$ cat config.mk
export PLATFORM = sky130hd
export DESIGN_NAME = snake_score_tracker
export DESIGN_NICKNAME = d
export VERILOG_FILES = /design/src/rtl/snake_pkg.sv /design/src/rtl/food_hit_detect.sv /design/src/rtl/snake_score_tracker.sv
export SDC_FILE = /design/constraint.sdc
export NUM_CORES = 1
export LEC_CHECK = 0
export CORE_UTILIZATION = 42
export DETAILED_ROUTE_END_ITERATION = 6
export PLACE_DENSITY_LB_ADDON = 0.12
export SLEW_MARGIN = 20
export SYNTH_ARGS = -nofsm -noshare
export SYNTH_HDL_FRONTEND = slang
export SYNTH_SLANG_ARGS = --single-unit
$ cat constraint.sdc
create_clock -name clk -period 4.4 [get_ports clk]
set_input_delay 0.66 -clock clk [delete_from_list [all_inputs] [get_ports clk]]
set_output_delay 0.66 -clock clk [all_outputs]
set_load 0.02 [all_outputs]
$ cat src/rtl/snake_pkg.sv
// Shared types and constants for the snake game blocks.
package snake_pkg;
  typedef enum logic [1:0] {IDLE, PLAY, OVER} game_state_t;

  localparam int DEF_X_W  = 10;
  localparam int DEF_Y_W  = 9;
  localparam int SCREEN_W = 640;
  localparam int SCREEN_H = 480;

  // Index width that stays legal for a single-slot configuration.
  function automatic int idx_w(input int n);
    return (n > 1) ? $clog2(n) : 1;
  endfunction
endpackage

$ cat src/rtl/food_hit_detect.sv
// Compares the head against every food slot; reports any hit and the lowest matching slot.
module food_hit_detect
  import snake_pkg::*;
#(
  parameter int N_FOOD = 9,
  parameter int X_W    = DEF_X_W,
  parameter int Y_W    = DEF_Y_W,
  parameter int IDX_W  = idx_w(N_FOOD)
) (
  input  logic [X_W-1:0]    headx,
  input  logic [Y_W-1:0]    heady,
  input  logic [X_W-1:0]    foodx [N_FOOD],
  input  logic [Y_W-1:0]    foody [N_FOOD],
  input  logic [N_FOOD-1:0] food_valid,
  output logic              hit,
  output logic [IDX_W-1:0]  hit_idx
);
  logic [N_FOOD-1:0] w_match;

  for (genvar g = 0; g < N_FOOD; g++) begin : g_slot
    assign w_match[g] = food_valid[g] && (foodx[g] == headx) && (foody[g] == heady);
  end

  assign hit = |w_match;

  // Scan downward so the lowest matching slot is the last one written.
  always_comb begin
    hit_idx = '0;
    for (int i = N_FOOD - 1; i >= 0; i--) begin
      if (w_match[i]) hit_idx = IDX_W'(i);
    end
  end
endmodule

$ cat src/rtl/snake_score_tracker.sv
// Game phase FSM, saturating score, session high score, level and eat-event handshake.
module snake_score_tracker
  import snake_pkg::*;
#(
  parameter int N_FOOD     = 9,
  parameter int X_W        = DEF_X_W,
  parameter int Y_W        = DEF_Y_W,
  parameter int SCORE_W    = 8,
  parameter int INIT_SCORE = 2,
  parameter int POINTS     = 1,
  parameter int LEVEL_STEP = 5,
  parameter int LEVEL_W    = 3,
  parameter int IDX_W      = idx_w(N_FOOD)
) (
  input  logic               clk,
  input  logic               reset,
  input  logic               start,
  input  logic               game_over,
  input  logic [X_W-1:0]     headx,
  input  logic [Y_W-1:0]     heady,
  input  logic [X_W-1:0]     foodx [N_FOOD],
  input  logic [Y_W-1:0]     foody [N_FOOD],
  input  logic [N_FOOD-1:0]  food_valid,
  output logic               eat_valid,
  output logic [IDX_W-1:0]   eat_idx,
  input  logic               eat_ack,
  output logic [SCORE_W-1:0] score,
  output logic [SCORE_W-1:0] high_score,
  output logic [LEVEL_W-1:0] level,
  output logic               playing
);
  localparam logic [SCORE_W-1:0] SCORE_MAX = '1;
  localparam logic [SCORE_W-1:0] SCORE_INIT = SCORE_W'(INIT_SCORE);
  localparam logic [SCORE_W-1:0] LEVEL_CAP = SCORE_W'((1 << LEVEL_W) - 1);

  game_state_t r_state, w_state_nxt;
  logic [SCORE_W-1:0] r_score, r_high;
  logic [LEVEL_W-1:0] r_level;
  logic               r_eat_valid;
  logic [IDX_W-1:0]   r_eat_idx;

  logic               w_hit;
  logic [IDX_W-1:0]   w_hit_idx;
  logic               w_start_go, w_over_go, w_eat;
  logic [SCORE_W:0]   w_sum;
  logic [SCORE_W-1:0] w_score_sat, w_above, w_quot;
  logic [LEVEL_W-1:0] w_level_nxt;

  food_hit_detect #(
    .N_FOOD(N_FOOD), .X_W(X_W), .Y_W(Y_W), .IDX_W(IDX_W)
  ) u_hit (
    .headx(headx), .heady(heady), .foodx(foodx), .foody(foody),
    .food_valid(food_valid), .hit(w_hit), .hit_idx(w_hit_idx)
  );

  // Saturating add: widen by one bit so overflow is visible before clamping.
  assign w_sum       = {1'b0, r_score} + (SCORE_W + 1)'(POINTS);
  assign w_score_sat = (w_sum > {1'b0, SCORE_MAX}) ? SCORE_MAX : w_sum[SCORE_W-1:0];

  // Constant divisor, so this folds into fixed logic rather than a divider.
  assign w_above     = (r_score > SCORE_INIT) ? (r_score - SCORE_INIT) : '0;
  assign w_quot      = w_above / SCORE_W'(LEVEL_STEP);
  assign w_level_nxt = (w_quot > LEVEL_CAP) ? LEVEL_CAP[LEVEL_W-1:0] : w_quot[LEVEL_W-1:0];

  always_comb begin
    w_state_nxt = r_state;
    w_start_go  = 1'b0;
    w_over_go   = 1'b0;
    w_eat       = 1'b0;
    case (r_state)
      IDLE, OVER: begin
        if (start) begin
          w_state_nxt = PLAY;
          w_start_go  = 1'b1;
        end
      end
      PLAY: begin
        if (game_over) begin
          w_state_nxt = OVER;
          w_over_go   = 1'b1;
        end else if (w_hit && !r_eat_valid) begin
          w_eat = 1'b1;
        end
      end
      default: w_state_nxt = IDLE;
    endcase
  end

  always_ff @(posedge clk or negedge reset) begin
    if (!reset) begin
      r_state     <= IDLE;
      r_score     <= SCORE_INIT;
      r_high      <= '0;
      r_level     <= '0;
      r_eat_valid <= 1'b0;
      r_eat_idx   <= '0;
    end else begin
      r_state <= w_state_nxt;
      r_level <= w_level_nxt;
      if (w_start_go) begin
        r_score     <= SCORE_INIT;
        r_level     <= '0;
        r_eat_valid <= 1'b0;
      end else if (w_over_go) begin
        r_high      <= (r_score > r_high) ? r_score : r_high;
        r_eat_valid <= 1'b0;
      end else if (w_eat) begin
        r_score     <= w_score_sat;
        r_eat_valid <= 1'b1;
        r_eat_idx   <= w_hit_idx;
      end else if (r_state == PLAY && r_eat_valid && eat_ack) begin
        r_eat_valid <= 1'b0;
      end
    end
  end

  assign eat_valid  = r_eat_valid;
  assign eat_idx    = r_eat_idx;
  assign score      = r_score;
  assign high_score = r_high;
  assign level      = r_level;
  assign playing    = (r_state == PLAY);
endmodule

**Word-level counts from Yosys, hierarchy flattened**

Index checks and enable logic that the tools add are counted.

- Input bits: 204
- Word-level logic and storage cells: 99
- Register bits after elaboration: 26
- Output and inout port bits: 25

- Magnitude comparators: 4
- Add/subtract/negate cells: 2
- Reduce and logical (&&, ||, !) cells: 31
- Bitwise operators: 2
- Equal/unequal tests: 23
- Muxes and demuxes: 30
- Div/mod/pow operators: 1

Operators with widths:

| kind | count |
|---|---|
| $eq A10 B10 Y1 | 9 |
| $eq A9 B9 Y1 | 9 |
| $mux W8 | 5 |
| $mux W4 | 9 |
| $logic_and A1 B1 Y1 | 21 |
| $mux W1 | 11 |
| $add A8 B1 Y9 const B | 1 |
| $gt A9 B8 Y1 const B | 1 |
| $reduce_or A9 Y1 | 1 |
| $div A8 B3 Y8 const B | 1 |
| $gt A8 B2 Y1 const B | 1 |
| $gt A8 B3 Y1 const B | 1 |
| $gt A8 B8 Y1 | 1 |
| $sub A8 B2 Y8 const B | 1 |
| $mux W3 | 2 |
| $ne A2 B2 Y1 const B | 3 |
| $reduce_and A3 Y1 | 2 |
| $mux W2 | 2 |
| $pmux W2 S2 | 1 |
| $reduce_and A2 Y1 | 2 |
| $reduce_bool A4 Y1 | 1 |
| $eq A2 B1 Y1 const B | 1 |
| $eq A2 B2 Y1 const B | 1 |
| $logic_not A2 Y1 | 1 |
| 4 further kinds | 5 |

**Depth between registers and ports, before layout**

- Depth in word-level cells: 12
- Mapped depth: 20
- Gate-level depth less buffers: 18

**Hierarchy**

From an unflattened synthesis, not the netlist that was laid out.

- Cells, all modules: 542
- Area total of the unflattened synthesis: 4,309.1 um^2

By module, submodules not included:

| module | cells an instance | seq. area each (um^2) | area an instance (um^2) | instances |
|---|---|---|---|---|
| snake_score_tracker | 273 | 651.9 | 2,213.4 | 1 |
| food_hit_detect | 269 | 0.0 | 2,095.8 | 1 |

**Worst setup path before layout**

No wires, ideal clock.

- Path type: register -> register
- Start: reg r_score[1] (netlist: score[1])
- End: reg r_level[0] (netlist: level[0])
- Arrival: 3,955 ps
- Required time: 4,274 ps
- Period minus slack after synthesis: 4,081 ps
- Cell stages (with the launch flop): 21
- Buffers on the path: 2
- Library setup time: 126 ps
- Slack: 319 ps
- Path through: dfstp_2 buf_6 inv_1 ha_1 nor3b_4 xnor2_1 nand3_1 o22ai_2 o21ai_2 and2_1 buf_6 o21a_1 o21a_1 ha_1 inv_1 o21ai_1 or2_0 a31oi_1 o221a_2 o221ai_1 a221o_1

- Word-level cells in the longest chain between the ends: 6
- Elaborated cells between the ends (all ways): 7
- Those cells by class: 1 x add/sub; 1 x div; 2 x order compare; 3 x mux

RTL lines:

| element | line | text |
|---|---|---|
| start: declaration | snake_score_tracker.sv:37 | `logic [SCORE_W-1:0] r_score, r_high;` |
| start signal: assignment | snake_score_tracker.sv:108 | `r_score <= w_score_sat;` |
| $sub A8 B2 Y8 or $gt A8 B2 Y1 (tied branches) | snake_score_tracker.sv:61 | `assign w_above = (r_score > SCORE_INIT) ? (r_score - SCORE_INIT) : '0;` |
| $mux W8 * | snake_score_tracker.sv:61 |  |
| $div A8 B3 Y8 * | snake_score_tracker.sv:62 | `assign w_quot = w_above / SCORE_W'(LEVEL_STEP);` |
| $gt A8 B3 Y1 | snake_score_tracker.sv:63 | `assign w_level_nxt = (w_quot > LEVEL_CAP) ? LEVEL_CAP[LEVEL_W-1:0] : w_quot[LEVEL_W-1:0];` |
| $mux W3 * | snake_score_tracker.sv:63 |  |
| $mux W3 * | snake_score_tracker.sv:100 | `if (w_start_go) begin` |
| end signal: assignment | snake_score_tracker.sv:99 | `r_level <= w_level_nxt;` |
| end: declaration | snake_score_tracker.sv:38 | `logic [LEVEL_W-1:0] r_level;` |

Every way passes the cells marked *; elsewhere a longest branch is shown, timed or not.
A chain may end at the register's enable or synchronous reset.

**Worst setup path in the final report**

- Start: reg r_score[3] (netlist: score[3])
- End: reg r_level[0] (netlist: level[0])

Same word-level chain as after synthesis.

==> results.toml <==
[outcome]
status = "complete, no violations"

[routing]
via_per_inst = 5.57
antenna_left = 0
dr.first_iter.drc_count = 267
drt-total-wl_mm = 18.1
wl_per_cell_um = 19.6
vias = 5137
drc = 0
dr.pass1.iters = 5

[clock_network]
cts-resized-gates = 0
clk_pin_slew_worst_paths_ns = 0.11
cts_buffers = 3
clock-root-buffer = "clkbuf_8"
cts_max_level = 1
cts.sinks = 26
cts_tree = "done"
postCtsSetupBuffers = 0
clk_latency_ns = 0.29
max-clock-path-buffers = 2
hold_buffers = 0

[job]
drv_cap = 0

[setup_path]
path_class = "flop to flop"
slowest_delay_ns = 0.57
cp-start-kind = "flop"
cp.arrival_ns = 4.12
reg2reg_depth = 16
cpMaxStageDelayCell = "dfrtp_1"
critPathRequiredTime_ns = 4.58
cp-end-kind = "flop"
cp_cell_sequence = "buf_4 > nor4_2 > and3_1 > o211ai_1 > and2_1 > and2_1 > o21a_1 > o21a_1 > ha_1 > inv_1 > o21ai_1 > or2_0 > a31oi_1 > o221a_2 > o221ai_1 > a221o_1"
worstPathMaxFanout = 12

[place]
placedCellCount = 919
post-dp-hpwl_mm = 15.2
dpl_cell_area_mm2 = 0.00689
port-buffer-count = 228
routabilityCongestion = 0.903

[timing]
rsz0062_at_grt = "no"
timing.setup.tns_ns = 0
slew_headroom = 0.395
clock-skew-final_ns = 0.00653
worst_pin_slew_ns = 0.905
hold_viol = 0
max_freq_mhz = 254
finalCritPeriodShare = 0.895
min_period_ns = 3.94
maxSlewViolCount = 0
setup_viol_count_final = 0

[final_layout]
finalInstanceArea_mm2 = 0.00697
final_cells = 923
n_fill_cell = 894
areaGrowthSynthToFinish_pct = 54.0
final_nets = 1006
layout-drive-gt1-share = 0.0546
antenna_cells = 0
final_core_util = 0.672

[floorplan]
die_y_um = 106
rows = 37
die_area_mm2 = 0.0112
io_pins = 229
dieWidth_um = 106
core-area_mm2 = 0.0104
start_util = 0.436

[power_and_ir_drop]
pwr_density_cell_mw_per_mm2 = 127
vdd_drop_max_mv = 0.148
p_leak_nw = 2.69

[synthesis]
synth_warnings = 0
ys_seq_area_frac = 0.144
synth_top_cells_by_count = "xor2_1, xnor2_1, nand4_1, nor2_1, nand2_1"
syn-num-nets = 795
syn_inst = 577
synth_seq_cells = 26
async_reset_ff_frac = 1.00
synth_edf_count = 0
synth_top_area_share = 0.211
yosysMostFrequentCell = "xor2_1"
yosys.area.top_type = "xor2_1"
synth_area_leaders = "xor2_1, dfrtp_1, xnor2_1, nand4_1, ha_1"
synth.cell_area_mm2 = 0.00452
post_synth.cell_area_avg_um2 = 7.84
synth_cell_types = 71
synth_ff_type = "dfrtp_1"

[grt]
grt-ovfl-total = 0
grt_max_degree = 20
grt.total_usage = 0.324
grt_pass1_wl_mm = 28.1
antenna_found_initial = 0
grt_pass1_vias = 5510

[hold_path]
hold_class = "flop to flop"
hold_depth = 2
-- worst max-delay path: cells and delay by family, from the launching register on --
kind,cells,cell delay [ns]
buffers and inverters,2,0.33
adder cells (fa/ha/maj),1,0.18
AND/OR/NAND/NOR,5,1.22
AO/OA/AOI/OAI,8,1.53
flip-flops,1,0.57
-- cells by family (layout without fill, tap and decap cells) --
group	after synthesis	after routing	synth area share
and+or+nand+nor	182	182	0.219
xor gates and xnor gates	180	180	0.350
AOI/OAI and AO/OA	107	107	0.164
buffers and inverters	61	271	0.0678
DFF	26	26	0.144
adders and majority gates	15	15	0.0409
muxes	6	6	0.0136
-- final timing paths --
| path | start | slack (ns) | end |
|---|---|---|---|
| min in group asynchronous | reset | 0.72 | level[2] |
| setup reg to reg | score[3] | 0.46 | level[0] |
| max in group asynchronous | reset | 2.96 | score[1] |
| hold / removal | r_state[1] | 0.50 | r_state[1] |
| setup / recovery | score[3] | 0.46 | level[0] |
| hold reg to reg | r_state[1] | 0.50 | r_state[1] |
-- layout by cell type (no fill, tap or decap), types with 3 or more instances in the layout --
master           synthesis  routed
a31oi_1                  7       7
clkbuf_8                 0       3
xnor2_1                 70      69
nor4_1                  28      28
and2_1                   6       6
buf_4                    4      18
ha_1                    14      14
o21ai_0                 26      26
clkdlybuf4s50_1          0     228
mux2i_1                  5       5
nor3_1                   8       8
o31ai_1                  4       3
o2111ai_1                3       3
o21a_1                   6       6
o211ai_1                 7       7
o21ai_1                  3       3
nor2_1                  35      35
a21oi_1                 14      14
a21o_1                   4       4
dfrtp_1                 25      25
xor2_1                 109     109
a311oi_1                 4       4
nand2b_1                 8       8
nand3_1                 10      10
inv_1                   19      19
nand2_1                 30      30
nand4_1                 36      36
a211oi_1                 4       4
nor2b_1                  4       4
-- sequential cells by signal (all words and copies together) (netlist names) --
name,cells
eat_idx,4
level,3
eat_valid,1
r_state,2
high_score,8
score,8
-- layout make-up --
cell class / count / area, um2 / area share
Clock buffer: 3 / 41.3 / 0.00593
Sequential cell: 26 / 652 / 0.0936
Inverter: 21 / 78.8 / 0.0113
Clock inverter: 1 / 30.0 / 0.00431
Timing Repair Buffer: 246 / 2420 / 0.347
Multi-Input combinational cell: 490 / 3580 / 0.513
Tap cell: 136 / 170 / 0.0244
-- per-layer routing --
layer  global-route usage  vias to the layer above  wire length (um)
met1                0.350                     2408              6860
met5                    0                        -                 0
met2                0.609                      224              9380
met4                0.120                        0               619
li1                     -                     2460                 -
met3               0.0736                       45              1270
-- stage by stage --
| step | power (mW) | worst slack, ns | hold slack [ns] |
|---|---|---|---|
| final | 0.883 | 0.461 | 0.499 |
| after global routing | 0.922 | 0.110 | 0.547 |
| after CTS | 0.883 | 0.384 | 0.498 |
| after detailed placement | 0.672 | 0.411 | 0.472 |
| after global placement | 0.661 | 0.513 | 0.452 |
| after floorplan | 0.424 | 0.319 | 0.364 |
-- where the power goes --
group          internal [mW]  total, mW  switching, mW
Clock                  0.122      0.215         0.0931
Sequential             0.243      0.245        0.00265
Combinational          0.251      0.423          0.172
Total                  0.616      0.883          0.267
No activity file was read; power rests on OpenSTA's default activity.
